--- src/rtl/lockstep_divergence_monitor_if.sv ---
// Probe bundle that carries the ROB enqueue and commit streams of the DUT
// and variant harnesses into the lockstep divergence monitor.
interface lockstep_divergence_monitor_if #(
    parameter int LANES  = 2,
    parameter int INST_W = 32
);
    logic [LANES-1:0]        dut_enq_valid;
    logic [LANES*INST_W-1:0] dut_enq_inst;
    logic [LANES-1:0]        vnt_enq_valid;
    logic [LANES*INST_W-1:0] vnt_enq_inst;
    logic [LANES-1:0]        dut_cmt_valid;
    logic [LANES*INST_W-1:0] dut_cmt_inst;
    logic [LANES-1:0]        vnt_cmt_valid;
    logic [LANES*INST_W-1:0] vnt_cmt_inst;

    modport master (
        output dut_enq_valid, dut_enq_inst, vnt_enq_valid, vnt_enq_inst,
        output dut_cmt_valid, dut_cmt_inst, vnt_cmt_valid, vnt_cmt_inst
    );

    modport slave (
        input dut_enq_valid, dut_enq_inst, vnt_enq_valid, vnt_enq_inst,
        input dut_cmt_valid, dut_cmt_inst, vnt_cmt_valid, vnt_cmt_inst
    );
endinterface

--- src/rtl/lockstep_divergence_monitor.sv ---
// Compares DUT and variant ROB enqueue streams lane by lane, latches the first
// divergence, then waits for both sides to commit the end-of-test marker.
module lockstep_divergence_monitor #(
    parameter int                LANES     = 2,
    parameter int                INST_W    = 32,
    parameter logic [INST_W-1:0] DONE_INST = 32'h00302013,
    parameter int                TIMEOUT   = 4096,
    parameter int                CNT_W     = 32,
    localparam int               LANE_W    = (LANES > 1) ? $clog2(LANES) : 1
) (
    input  logic                          clock,
    input  logic                          reset,
    input  logic                          clear,
    lockstep_divergence_monitor_if.slave  probe,
    output logic                          sync,
    output logic [1:0]                    state,
    output logic                          dut_done,
    output logic                          vnt_done,
    output logic [LANE_W-1:0]             div_lane,
    output logic [CNT_W-1:0]              div_cycle
);
    typedef enum logic [1:0] {
        ST_SYNC     = 2'd0,
        ST_DIVERGED = 2'd1,
        ST_DONE     = 2'd2,
        ST_TIMEOUT  = 2'd3
    } state_e;

    localparam logic [CNT_W-1:0] TMO_LAST = CNT_W'(TIMEOUT - 1);

    state_e            state_q, state_d;
    logic [CNT_W-1:0]  cycle_q, cycle_d;
    logic [CNT_W-1:0]  tmo_q, tmo_d;
    logic [CNT_W-1:0]  div_cycle_q, div_cycle_d;
    logic [LANE_W-1:0] div_lane_q, div_lane_d;
    logic              dut_done_q, dut_done_d;
    logic              vnt_done_q, vnt_done_d;

    logic [LANES-1:0]  mismatch;
    logic [LANE_W-1:0] first_lane;
    logic              dut_hit, vnt_hit, both_next;

    // Instruction bits only matter on a lane where both sides enqueue.
    always_comb begin : lane_compare
        mismatch   = '0;
        first_lane = '0;
        dut_hit    = 1'b0;
        vnt_hit    = 1'b0;
        for (int i = 0; i < LANES; i++) begin
            mismatch[i] = (probe.dut_enq_valid[i] != probe.vnt_enq_valid[i]) ||
                          (probe.dut_enq_valid[i] &&
                           (probe.dut_enq_inst[i*INST_W +: INST_W] !=
                            probe.vnt_enq_inst[i*INST_W +: INST_W]));
            dut_hit = dut_hit | (probe.dut_cmt_valid[i] &&
                                 (probe.dut_cmt_inst[i*INST_W +: INST_W] == DONE_INST));
            vnt_hit = vnt_hit | (probe.vnt_cmt_valid[i] &&
                                 (probe.vnt_cmt_inst[i*INST_W +: INST_W] == DONE_INST));
        end
        for (int i = LANES - 1; i >= 0; i--) begin
            if (mismatch[i]) first_lane = LANE_W'(i);
        end
        both_next = (dut_done_q | dut_hit) & (vnt_done_q | vnt_hit);
    end

    always_ff @(posedge clock or negedge reset) begin : state_reg
        if (!reset) state_q <= ST_SYNC;
        else        state_q <= state_d;
    end

    always_ff @(posedge clock or negedge reset) begin : data_reg
        if (!reset) begin
            cycle_q     <= '0;
            tmo_q       <= '0;
            div_cycle_q <= '0;
            div_lane_q  <= '0;
            dut_done_q  <= 1'b0;
            vnt_done_q  <= 1'b0;
        end else begin
            cycle_q     <= cycle_d;
            tmo_q       <= tmo_d;
            div_cycle_q <= div_cycle_d;
            div_lane_q  <= div_lane_d;
            dut_done_q  <= dut_done_d;
            vnt_done_q  <= vnt_done_d;
        end
    end

    // A marker landing on the timeout edge still completes the run one edge later.
    always_comb begin : next_state
        state_d = state_q;
        case (state_q)
            ST_SYNC: begin
                if (|mismatch) state_d = ST_DIVERGED;
            end
            ST_DIVERGED: begin
                if (dut_done_q && vnt_done_q)                  state_d = ST_DONE;
                else if ((tmo_q == TMO_LAST) && !both_next)    state_d = ST_TIMEOUT;
            end
            default: state_d = state_q;
        endcase
        if (clear) state_d = ST_SYNC;
    end

    always_comb begin : datapath_next
        cycle_d     = (cycle_q == '1) ? cycle_q : cycle_q + CNT_W'(1);
        tmo_d       = tmo_q;
        div_cycle_d = div_cycle_q;
        div_lane_d  = div_lane_q;
        dut_done_d  = dut_done_q;
        vnt_done_d  = vnt_done_q;
        case (state_q)
            ST_SYNC: begin
                if (|mismatch) begin
                    div_lane_d  = first_lane;
                    div_cycle_d = cycle_q;
                    tmo_d       = '0;
                end
            end
            ST_DIVERGED: begin
                dut_done_d = dut_done_q | dut_hit;
                vnt_done_d = vnt_done_q | vnt_hit;
                if (tmo_q != '1) tmo_d = tmo_q + CNT_W'(1);
            end
            default: ;
        endcase
        if (clear) begin
            tmo_d       = '0;
            div_cycle_d = '0;
            div_lane_d  = '0;
            dut_done_d  = 1'b0;
            vnt_done_d  = 1'b0;
        end
    end

    always_comb begin : outputs
        sync      = (state_q == ST_SYNC);
        state     = state_q;
        dut_done  = dut_done_q;
        vnt_done  = vnt_done_q;
        div_lane  = div_lane_q;
        div_cycle = div_cycle_q;
    end
endmodule
--- src/flat_wrapper.sv ---
// flat-port wrapper written by rule: the top's interface ports become plain ports
module lockstep_divergence_monitor_flat 
#(
    parameter int                LANES     = 2,
    parameter int                INST_W    = 32,
    parameter logic [INST_W-1:0] DONE_INST = 32'h00302013,
    parameter int                TIMEOUT   = 4096,
    parameter int                CNT_W     = 32,
    localparam int               LANE_W    = (LANES > 1) ? $clog2(LANES) : 1
)
  (clock, reset, clear, sync, state, dut_done, vnt_done, div_lane, div_cycle, probe_dut_enq_valid, probe_dut_enq_inst, probe_vnt_enq_valid, probe_vnt_enq_inst, probe_dut_cmt_valid, probe_dut_cmt_inst, probe_vnt_cmt_valid, probe_vnt_cmt_inst);
  lockstep_divergence_monitor_if #(.LANES(LANES), .INST_W(INST_W)) probe_i ();
  input  logic clock;
  input  logic reset;
  input  logic clear;
  output logic sync;
  output logic [1:0] state;
  output logic dut_done;
  output logic vnt_done;
  output logic [LANE_W-1:0] div_lane;
  output logic [CNT_W-1:0] div_cycle;
  input wire logic [$bits(probe_i.dut_enq_valid)-1:0] probe_dut_enq_valid;
  input wire logic [$bits(probe_i.dut_enq_inst)-1:0] probe_dut_enq_inst;
  input wire logic [$bits(probe_i.vnt_enq_valid)-1:0] probe_vnt_enq_valid;
  input wire logic [$bits(probe_i.vnt_enq_inst)-1:0] probe_vnt_enq_inst;
  input wire logic [$bits(probe_i.dut_cmt_valid)-1:0] probe_dut_cmt_valid;
  input wire logic [$bits(probe_i.dut_cmt_inst)-1:0] probe_dut_cmt_inst;
  input wire logic [$bits(probe_i.vnt_cmt_valid)-1:0] probe_vnt_cmt_valid;
  input wire logic [$bits(probe_i.vnt_cmt_inst)-1:0] probe_vnt_cmt_inst;
  assign probe_i.dut_enq_valid = probe_dut_enq_valid;
  assign probe_i.dut_enq_inst = probe_dut_enq_inst;
  assign probe_i.vnt_enq_valid = probe_vnt_enq_valid;
  assign probe_i.vnt_enq_inst = probe_vnt_enq_inst;
  assign probe_i.dut_cmt_valid = probe_dut_cmt_valid;
  assign probe_i.dut_cmt_inst = probe_dut_cmt_inst;
  assign probe_i.vnt_cmt_valid = probe_vnt_cmt_valid;
  assign probe_i.vnt_cmt_inst = probe_vnt_cmt_inst;
  lockstep_divergence_monitor #(.LANES(LANES), .INST_W(INST_W), .DONE_INST(DONE_INST), .TIMEOUT(TIMEOUT), .CNT_W(CNT_W)) u_core (.clock(clock), .reset(reset), .clear(clear), .probe(probe_i), .sync(sync), .state(state), .dut_done(dut_done), .vnt_done(vnt_done), .div_lane(div_lane), .div_cycle(div_cycle));
endmodule
--- config.mk ---
export PLATFORM = sky130hd
export DESIGN_NAME = lockstep_divergence_monitor_flat
export DESIGN_NICKNAME = d
export VERILOG_FILES = /design/src/rtl/lockstep_divergence_monitor_if.sv /design/src/rtl/lockstep_divergence_monitor.sv /design/src/flat_wrapper.sv
export SDC_FILE = /design/constraint.sdc
export NUM_CORES = 1
export LEC_CHECK = 0
export BUFFER_PORTS_ARGS = -buffer_cell sky130_fd_sc_hd__buf_2
export CORE_AREA = 2 2 117 119
export CTS_CLUSTER_DIAMETER = 60
export DETAILED_ROUTE_END_ITERATION = 8
export DIE_AREA = 0 0 119 121
export PLACE_DENSITY = 0.85
export SYNTH_ARGS = -nofsm -noshare
export SYNTH_HDL_FRONTEND = slang
export SYNTH_SLANG_ARGS = --single-unit
--- constraint.sdc ---
create_clock -name clock -period 3.23 [get_ports clock]
set_input_delay 0.646 -clock clock [delete_from_list [all_inputs] [get_ports clock]]
set_output_delay 0.646 -clock clock [all_outputs]
set_load 0.05 [all_outputs]
==> results of run 1 <==
## metal layers
metal,vias to the layer above,global-route usage,wire (µm)
li1,3078,-,-
met1,2978,0.339,7790
met2,330,0.455,9340
met3,28,0.0555,1650
met4,0,0.0885,534
met5,-,0,0
## worst max-delay path, delay by kind of cell
kind	cells	cell delay, ns
XOR/XNOR	1	0.15
buffers and inverters	1	0.10
multiplexers	1	0.22
AO/OA/AOI/OAI	2	0.64
AND/OR/NAND/NOR	3	1.19
## cell families (layout without fill, tap and decap cells)
kind of cell             after synthesis  after routing  synth area share
AO/OA/AOI/OAI                        144            144             0.164
flip-flops                           101            101             0.413
multiplexers                           4              4           0.00696
AND/OR/NAND/NOR                      279            279             0.247
XOR/XNOR                              93             93             0.133
adder cells (fa/ha/maj)                2              2           0.00409
buffers and inverters                 43            344            0.0313
## power breakdown
| part | internal, W | switching, W | leakage, nW | total [W] |
|---|---|---|---|---|
| logic | 0.000219 | 0.000311 | 2.34 | 0.000530 |
| clock network | 0.000542 | 0.000515 | 0.137 | 0.00106 |
| registers | 0.00128 | 0.0000117 | 1.39 | 0.00129 |
| total | 0.00204 | 0.000838 | 3.86 | 0.00288 |
## stage by stage
stage	utilization	cell area, µm²	std cells	hold WS, ns	power, W
after floorplan	-	6110	666	0.350	0.00156
after global placement	0.598	7820	1127	0.471	0.00183
after detailed placement	0.598	7820	1127	0.481	0.00184
after CTS	0.620	8110	1143	0.302	0.00289
after global routing	0.620	8110	1143	0.324	0.00298
final	0.620	8110	1143	0.280	0.00288
## cells in the final DEF (no fill, tap or decap), types with 6 or more instances in the layout
cell type	instances
or3_1	6
dfrtp_1	101
clkbuf_16	9
and3_1	8
nor3_1	32
nand4_1	27
o31ai_1	32
nand3_1	63
inv_1	11
nor4b_1	7
o2bb2ai_1	13
nor2_1	36
nor4_1	36
or4_1	6
nand2_1	36
buf_2	303
buf_4	13
xor2_1	46
o21ai_0	10
xnor2_1	47
a21oi_1	52
## final timing paths
kind                                         from                    to  slack, ns  depth (start not counted)
setup / recovery           probe_vnt_enq_inst[53]       u_core.tmo_q[1]       0.55                          8
hold / removal                              reset  u_core.div_cycle[31]       0.28                          1
setup reg to reg                u_core.cycle_q[3]    u_core.cycle_q[23]       0.67                          7
hold reg to reg                u_core.cycle_q[23]    u_core.cycle_q[23]       0.49                          1
max in group asynchronous                   reset       u_core.tmo_q[9]       2.24                          2
min in group clock             u_core.cycle_q[23]    u_core.cycle_q[23]       0.49                          1
## cell type report
type / count / area (µm²)
multi-input combinational: 522 / 3400
inverter: 11 / 41.3
sequential: 101 / 2530
clock buffer: 9 / 225
tap: 176 / 220
fill: 1069 / 4980
timing repair buffer: 317 / 1630
clock inverter: 7 / 63.8
==> flow_summary.yaml, run 1 <==
timing:
  max_slew_margin: 0.613
  rsz0062_at_grt: "no"
  worst_slack_ns: 0.555
  clock_skew_ns: 0.0115
  slew_viol_final: 0
  fmax_ghz: 0.374
  totalNegativeSetupSlack_ns: 0
  min_period_ns: 2.68
  worst_pin_slew_ns: 0.578
  timing.final.crit_share: 0.828
  finalHoldViolCount: 0
  setup_viol: 0
route:
  firstDrtPassIters: 5
  drc: 0
  routed_via_density: 5.61
  routedWlPerCell_um: 16.9
  wl_mm: 19.3
  dr_total_vias: 6414
  drt-initial-drc-count: 615
  ant_nets: 0
synthesis:
  synth_cell_types: 57
  yosys_warnings: 0
  ys_ff_latch: 101
  synth-async-reset-ratio: 1.00
  synth_area_um2: 6110
  synth_top_area_cell: "dfrtp_1"
  yosysMostFrequentCell: "dfrtp_1"
  syn_area_per_cell_um2: 9.18
  syn-num-nets: 935
  ys.flop_type: "dfrtp_1"
  synth.top_cells.by_area: "dfrtp_1, xnor2_1, xor2_1"
  synth-seq-area-share: 0.413
  synthTopCellsByCount: "dfrtp_1, nand3_1, a21oi_1"
  synth_top_area_share: 0.413
  synth_cells: 666
  synth_edf_count: 0
final_layout:
  nets: 1231
  drive_gt1_frac: 0.363
  antenna_cells: 0
  syn_to_final_growth_pct: 32.6
critical_path:
  critical-path-max-stage-delay_ns: 0.57
  end_kind: "flop"
  cp-start-kind: "input port"
  critPathKind: "in2reg"
  cp_cell_sequence: "buf_2 -> xor2_1 -> nor4_1 -> nand4_1 -> or4_4 -> a22oi_4 -> a21o_4 -> mux2i_1"
  arrival_ns: 2.95
  critical_path.max_fanout: 31
  required_ns: 3.51
  slowest_stage: "or4_4"
run_status:
  status: "finished, final reports clean"
grt:
  grt_pass1_wl_mm: 30.4
  antenna_found_initial: 0
  grtUsageTotal: 0.267
  grt_overflow_total: 0
  grt_pass1_vias: 6151
  grt_start_max_net_pins: 62
placement:
  dp_slack_ns: 0.244
  io_buffers: 304
  place_hpwl_mm: 15.2
  place.gp.congestion: 0.910
pwr:
  power_per_cell_area_nw_per_um2: 355
  p_leak_nw: 3.86
  peakVddDrop_mv: 0.239
floorplanning:
  dieArea_um2: 14400
  die_w_um: 119
  initial_core_util: 0.467
  die_h_um: 121
  rows: 42
  boundaryPins: 305
  core-area_um2: 13100
hold_path:
  hold_class: "in2async"
clock_tree:
  postCtsResizedCells: 0
  clkSinkCount: 101
  ctsHoldBuffers: 0
  cts_setup_buffers: 0
  clockRootBuffer: "clkbuf_16"
  clk_latency_ns: 0.35
  htree_levels: 3
  clk_path_buf_depth: 2
  cts_tree: "built"
  path_clk_slew_ns: 0.08
  numCtsBuffers: 9
job:
  cap_violations: 0
Power figures use the tool's default switching activity.
==> run 2, diff against run 1 <==
- CORE_AREA: 2 2 117 119 -> 2 2 118 120
- DIE_AREA: 0 0 119 121 -> 0 0 120 122
- PLACE_DENSITY: 0.85 -> 0.84
- clock period: 3.23 -> 2.5 ns (I/O delays scaled with it)
==> run 2 against run 1 <==
Compared with the run above:
- sequential share of layout area shrank 1.0 points
- non-clock buffer count increased by 21
- clock-buffer cell count up 1
- clock power rose by 46%
- total power up 36%
- worst setup slack got worse by 0.44 ns
- hold slack lost 0.12 ns
- flip-flop and latch count stayed put
- highest routed layer unchanged
==> flow_summary.yaml, run 2 (same netlist as run 1, synthesis figures left out) <==
final_layout:
  syn_to_final_growth_pct: 37.1
  layout_commonest_cell: "buf_2"
  final_area_um2: 8380
  drive_gt1_frac: 0.381
  fin_cells: 1168
  antenna_cells: 0
  layout_common_cells: "buf_2, dfrtp_1, nand3_1, a21oi_1, xnor2_1"
  nets: 1252
route:
  drc: 0
  dr_total_vias: 6626
  routedWlPerCell_um: 17.3
  wl_mm: 20.2
  drt-initial-drc-count: 585
  ant_nets: 0
  firstDrtPassIters: 5
  routed_via_density: 5.67
timing:
  worst_pin_slew_ns: 0.592
  timing.final.crit_share: 0.953
  finalHoldViolCount: 0
  slew_viol_final: 0
  max_slew_margin: 0.606
  setup_viol: 0
  fmax_ghz: 0.420
  min_period_ns: 2.38
  clock_skew_ns: 0.00668
clock_tree:
  cts_tree: "built"
  htree_levels: 3
  path_clk_slew_ns: 0.07
  cts_setup_buffers: 0
  numCtsBuffers: 9
  clkSinkCount: 101
  clk_path_buf_depth: 2
  clk_latency_ns: 0.35
  clockRootBuffer: "clkbuf_16"
grt:
  grt_pass1_wl_mm: 31.3
  antenna_found_initial: 0
  grt_start_max_net_pins: 46
  grt_pass1_vias: 6345
  grtUsageTotal: 0.273
  grt_overflow_total: 0
critical_path:
  crit_family: "simple AND/OR/NAND/NOR gates"
  cp_cell_sequence: "buf_2 -> xor2_1 -> nor4_1 -> nand4_1 -> or4_4 -> a22oi_4 -> buf_4 -> a2111o_1 -> a2bb2oi_2"
  critical_path.max_fanout: 11
  required_ns: 2.74
  crit_path_start: "probe_dut_enq_inst[56]"
  slowest_stage: "or4_4"
  end_kind: "flop"
  cp-start-kind: "input port"
  cp_num_buf_inv: 2
  critPathKind: "in2reg"
  critical-path-max-stage-delay_ns: 0.57
  reg2reg_from: "u_core.cycle_q[3]"
  arrival_ns: 2.62
floorplanning:
  die_h_um: 122
  initial_core_util: 0.453
  core-area_um2: 13500
  die_w_um: 120
  rows: 43
  dieArea_um2: 14600
  boundaryPins: 305
pwr:
  power_per_cell_area_nw_per_um2: 468
  peakVddDrop_mv: 0.380
  p_leak_nw: 4.00
  power_w: 0.00392
placement:
  io_buffers: 304
  place.gp.congestion: 0.938
  placed_area_um2: 8030
  dp.cells: 1152
  place_hpwl_mm: 15.7
run_status:
  status: "finished, final reports clean"
hold_path:
  hold_class: "in2async"
job:
  cap_violations: 0
## run 2: cell types whose count changed in the layout (fill, tap and decap cells not counted)
cell / change
buf_12: +4
buf_4: +17
bufinv_16: +2
clkbuf_8: +1
clkinv_2: +1
clkinvlp_4: -1
dfrtp_1: -1
dfrtp_2: +1
inv_6: -2
inv_8: -1
nor4_1: -3
nor4_2: +3
## run 2: repair_timing
action | in CTS | in global routing
hold buffers | 0 | 0
resized for setup | 0 | 3
setup endpoints to repair | 0 | 5
## run 2: per-layer routing
metal	global-route usage	up-vias	routed length [µm]
li1	-	3132	-
met1	0.318	3114	7690
met2	0.494	343	10400
met3	0.0478	37	1440
met4	0.113	0	635
met5	0	-	0
## run 2: final cells by class
class	instances	area, µm²
well taps	180	225
repair buffers	338	1840
flip-flops and latches	101	2530
multi-input cells	522	3420
inverters	11	41.3
clock buffers	10	239
clock inverters	6	92.6
fillers	1152	5120
## run 2: worst paths after layout
path / cells after the start / slack, ns / endpoint
min in group clock: 1 / 0.50 / u_core.cycle_q[31]
hold reg to reg: 1 / 0.50 / u_core.cycle_q[31]
max in group asynchronous: 2 / 1.74 / u_core.div_cycle[22]
setup reg to reg: 7 / 0.18 / u_core.cycle_q[23]
setup / recovery: 9 / 0.12 / u_core.tmo_q[18]
hold / removal: 1 / 0.16 / u_core.tmo_q[8]
## run 2: power breakdown
part / internal [W] / switching, W
sequential: 0.00165 / 0.0000163
clock: 0.000914 / 0.000637
combinational: 0.000301 / 0.000405
## run 2: worst reg2reg max path, cell delays in order (launching register included)
cell     delay (ns)
dfrtp_1        0.49
nand4_1        0.19
nor4_1         0.37
nand4_2        0.17
or3_1          0.45
and2_1         0.22
and4_4         0.19
xor2_1         0.14
## run 2: per-stage QoR
step	setup slack [ns]	hold WS [ns]	TNS, ns	utilization
finish	0.118	0.161	0	0.621
global route	-0.0151	0.208	-0.0151	0.621
CTS	0.120	0.175	0	0.619
detailed placement	-0.232	0.481	-10.35	0.595
global placement	-0.196	0.472	-9.60	0.595
floorplan	0.0269	0.204	0	-
==> run 3, diff against run 2 <==
- CORE_AREA: 2 2 118 120 -> default
- CORE_UTILIZATION: default -> 45
- DIE_AREA: 0 0 120 122 -> default
- PLACE_DENSITY: 0.84 -> 0.83
==> run 3 against run 2 <==
Compared with the run above:
- global-route usage increased by 0.86 points
- fmax decreased by 0.34%
- final cell count unchanged
- largest cell class unchanged
- largest power group unchanged
==> flow_summary.yaml, run 3 (same netlist as run 1, synthesis figures left out) <==
run_status:
  status: "finished, final reports clean"
timing:
  rsz0062_at_grt: "no"
  setup_viol: 0
  fmax_ghz: 0.418
  worst_slack_ns: 0.110
  slew_viol_final: 0
  max_slew_margin: 0.647
  min_period_ns: 2.39
  finalHoldViolCount: 0
  clock_skew_ns: 0.00710
  timing.final.crit_share: 0.956
  worst_pin_slew_ns: 0.527
pwr:
  p_leak_nw: 3.96
  p_sw_frac: 0.286
  seqPwrFrac: 0.450
  p_comb_frac: 0.190
  peakVddDrop_mv: 0.369
  intPower_w: 0.00264
  power_per_cell_area_nw_per_um2: 446
  switchingPower_w: 0.00106
  clkPwrFrac: 0.359
route:
  firstDrtPassIters: 5
  drc: 0
  dr_total_vias: 6598
  ant_nets: 0
  routed_via_density: 5.65
  wl_mm: 20.0
  routedWlPerCell_um: 17.1
  drt-initial-drc-count: 406
critical_path:
  end_kind: "flop"
  arrival_ns: 2.63
  cp-start-kind: "input port"
  critPathKind: "in2reg"
  r2r-end: "u_core.cycle_q[23]"
  r2r_setup_slack_ns: 0.23
  ff2ff_path_depth: 7
  reg2reg_from: "u_core.cycle_q[0]"
  required_ns: 2.74
  critical_path.max_fanout: 15
final_layout:
  final_area_um2: 8290
  area.sequential_um2: 2530
  layout_common_cells: "buf_2, dfrtp_1, nand3_1, a21oi_1, xnor2_1"
  nFillCells: 1148
  drive_gt1_frac: 0.376
  post-route-util: 0.626
  syn_to_final_growth_pct: 35.7
  multi_input_area_um2: 3400
  nets: 1252
  layout_commonest_cell: "buf_2"
clock_tree:
  clk_path_buf_depth: 2
  clkSinkCount: 101
  postCtsResizedCells: 0
  htree_levels: 3
  cts_setup_buffers: 0
  ctsHoldBuffers: 0
  clk_latency_ns: 0.35
  cts_tree: "built"
  path_clk_slew_ns: 0.07
  clockRootBuffer: "clkbuf_16"
  numCtsBuffers: 9
hold_path:
  hold_class: "in2async"
job:
  cap_violations: 0
grt:
  grt_start_max_net_pins: 39
  grt_pass1_wl_mm: 30.9
  antenna_found_initial: 4
  grt_pass1_vias: 6225
  grt_overflow_total: 0
  grtUsageTotal: 0.281
floorplanning:
  dieArea_um2: 14100
  rows: 42
  core-area_um2: 13200
  initial_core_util: 0.462
  die_w_um: 119
  die_h_um: 119
  boundaryPins: 305
placement:
  placed_area_um2: 8000
  place.gp.congestion: 0.876
  io_buffers: 304
  place_hpwl_mm: 15.6
  dp_slack_ns: -0.250
==> run 3: final cells by class <==
cell class	instances	area share
Clock buffer	11	0.0281
Clock inverter	5	0.00513
Timing Repair Buffer	338	0.220
Tap cell	176	0.0266
Antenna cell	4	0.00121
Inverter	11	0.00498
Multi-Input combinational cell	522	0.410
Sequential cell	101	0.305
==> run 3: per-layer routing <==
layer | share of wire | GRT usage
met5 | 0 | 0
met3 | 0.064 | 0.0478
met1 | 0.39 | 0.323
met4 | 0.038 | 0.150
met2 | 0.51 | 0.498
==> run 3: through the flow <==
step / TNS, ns / hold slack [ns] / total power, W / cells
6_report: 0 / 0.0862 / 0.00369 / 1168
5_1_grt: 0 / 0.113 / 0.00381 / 1168
4_1_cts: 0 / 0.0970 / 0.00371 / 1164
3_5_place_dp: -10.57 / 0.469 / 0.00240 / 1148
3_3_place_gp: -7.40 / 0.467 / 0.00239 / 1148
2_1_floorplan: 0 / 0.204 / 0.00202 / 666
==> run 3: power groups by stage <==
stage               clock (W)  combinational, W  sequential, W
global route          0.00139          0.000757        0.00167
global placement            0          0.000693        0.00170
CTS                   0.00134          0.000705        0.00166
detailed placement          0          0.000703        0.00170
finish                0.00133          0.000703        0.00166
floorplan                   0          0.000271        0.00175
==> run 3: worst max path at each step <==
stage,endpoint,depth (start not counted),startpoint
floorplan,u_core.tmo_q[31],9,u_core.state[0]
global placement,u_core.div_cycle[17],9,probe_vnt_enq_inst[53]
detailed placement,u_core.div_cycle[16],9,probe_vnt_enq_inst[53]
CTS,u_core.div_cycle[16],9,probe_vnt_enq_inst[53]
global route,u_core.tmo_q[30],9,probe_vnt_enq_inst[55]
finish,u_core.tmo_q[18],9,probe_vnt_enq_inst[53]
==> run 3: critical path, cell delays in order <==
cell	delay, ns
buf_2	0.10
xor2_1	0.15
nor4_1	0.34
nand4_1	0.18
or4_4	0.57
a22oi_4	0.27
buf_4	0.27
a2111o_1	0.19
a2bb2oi_2	0.06
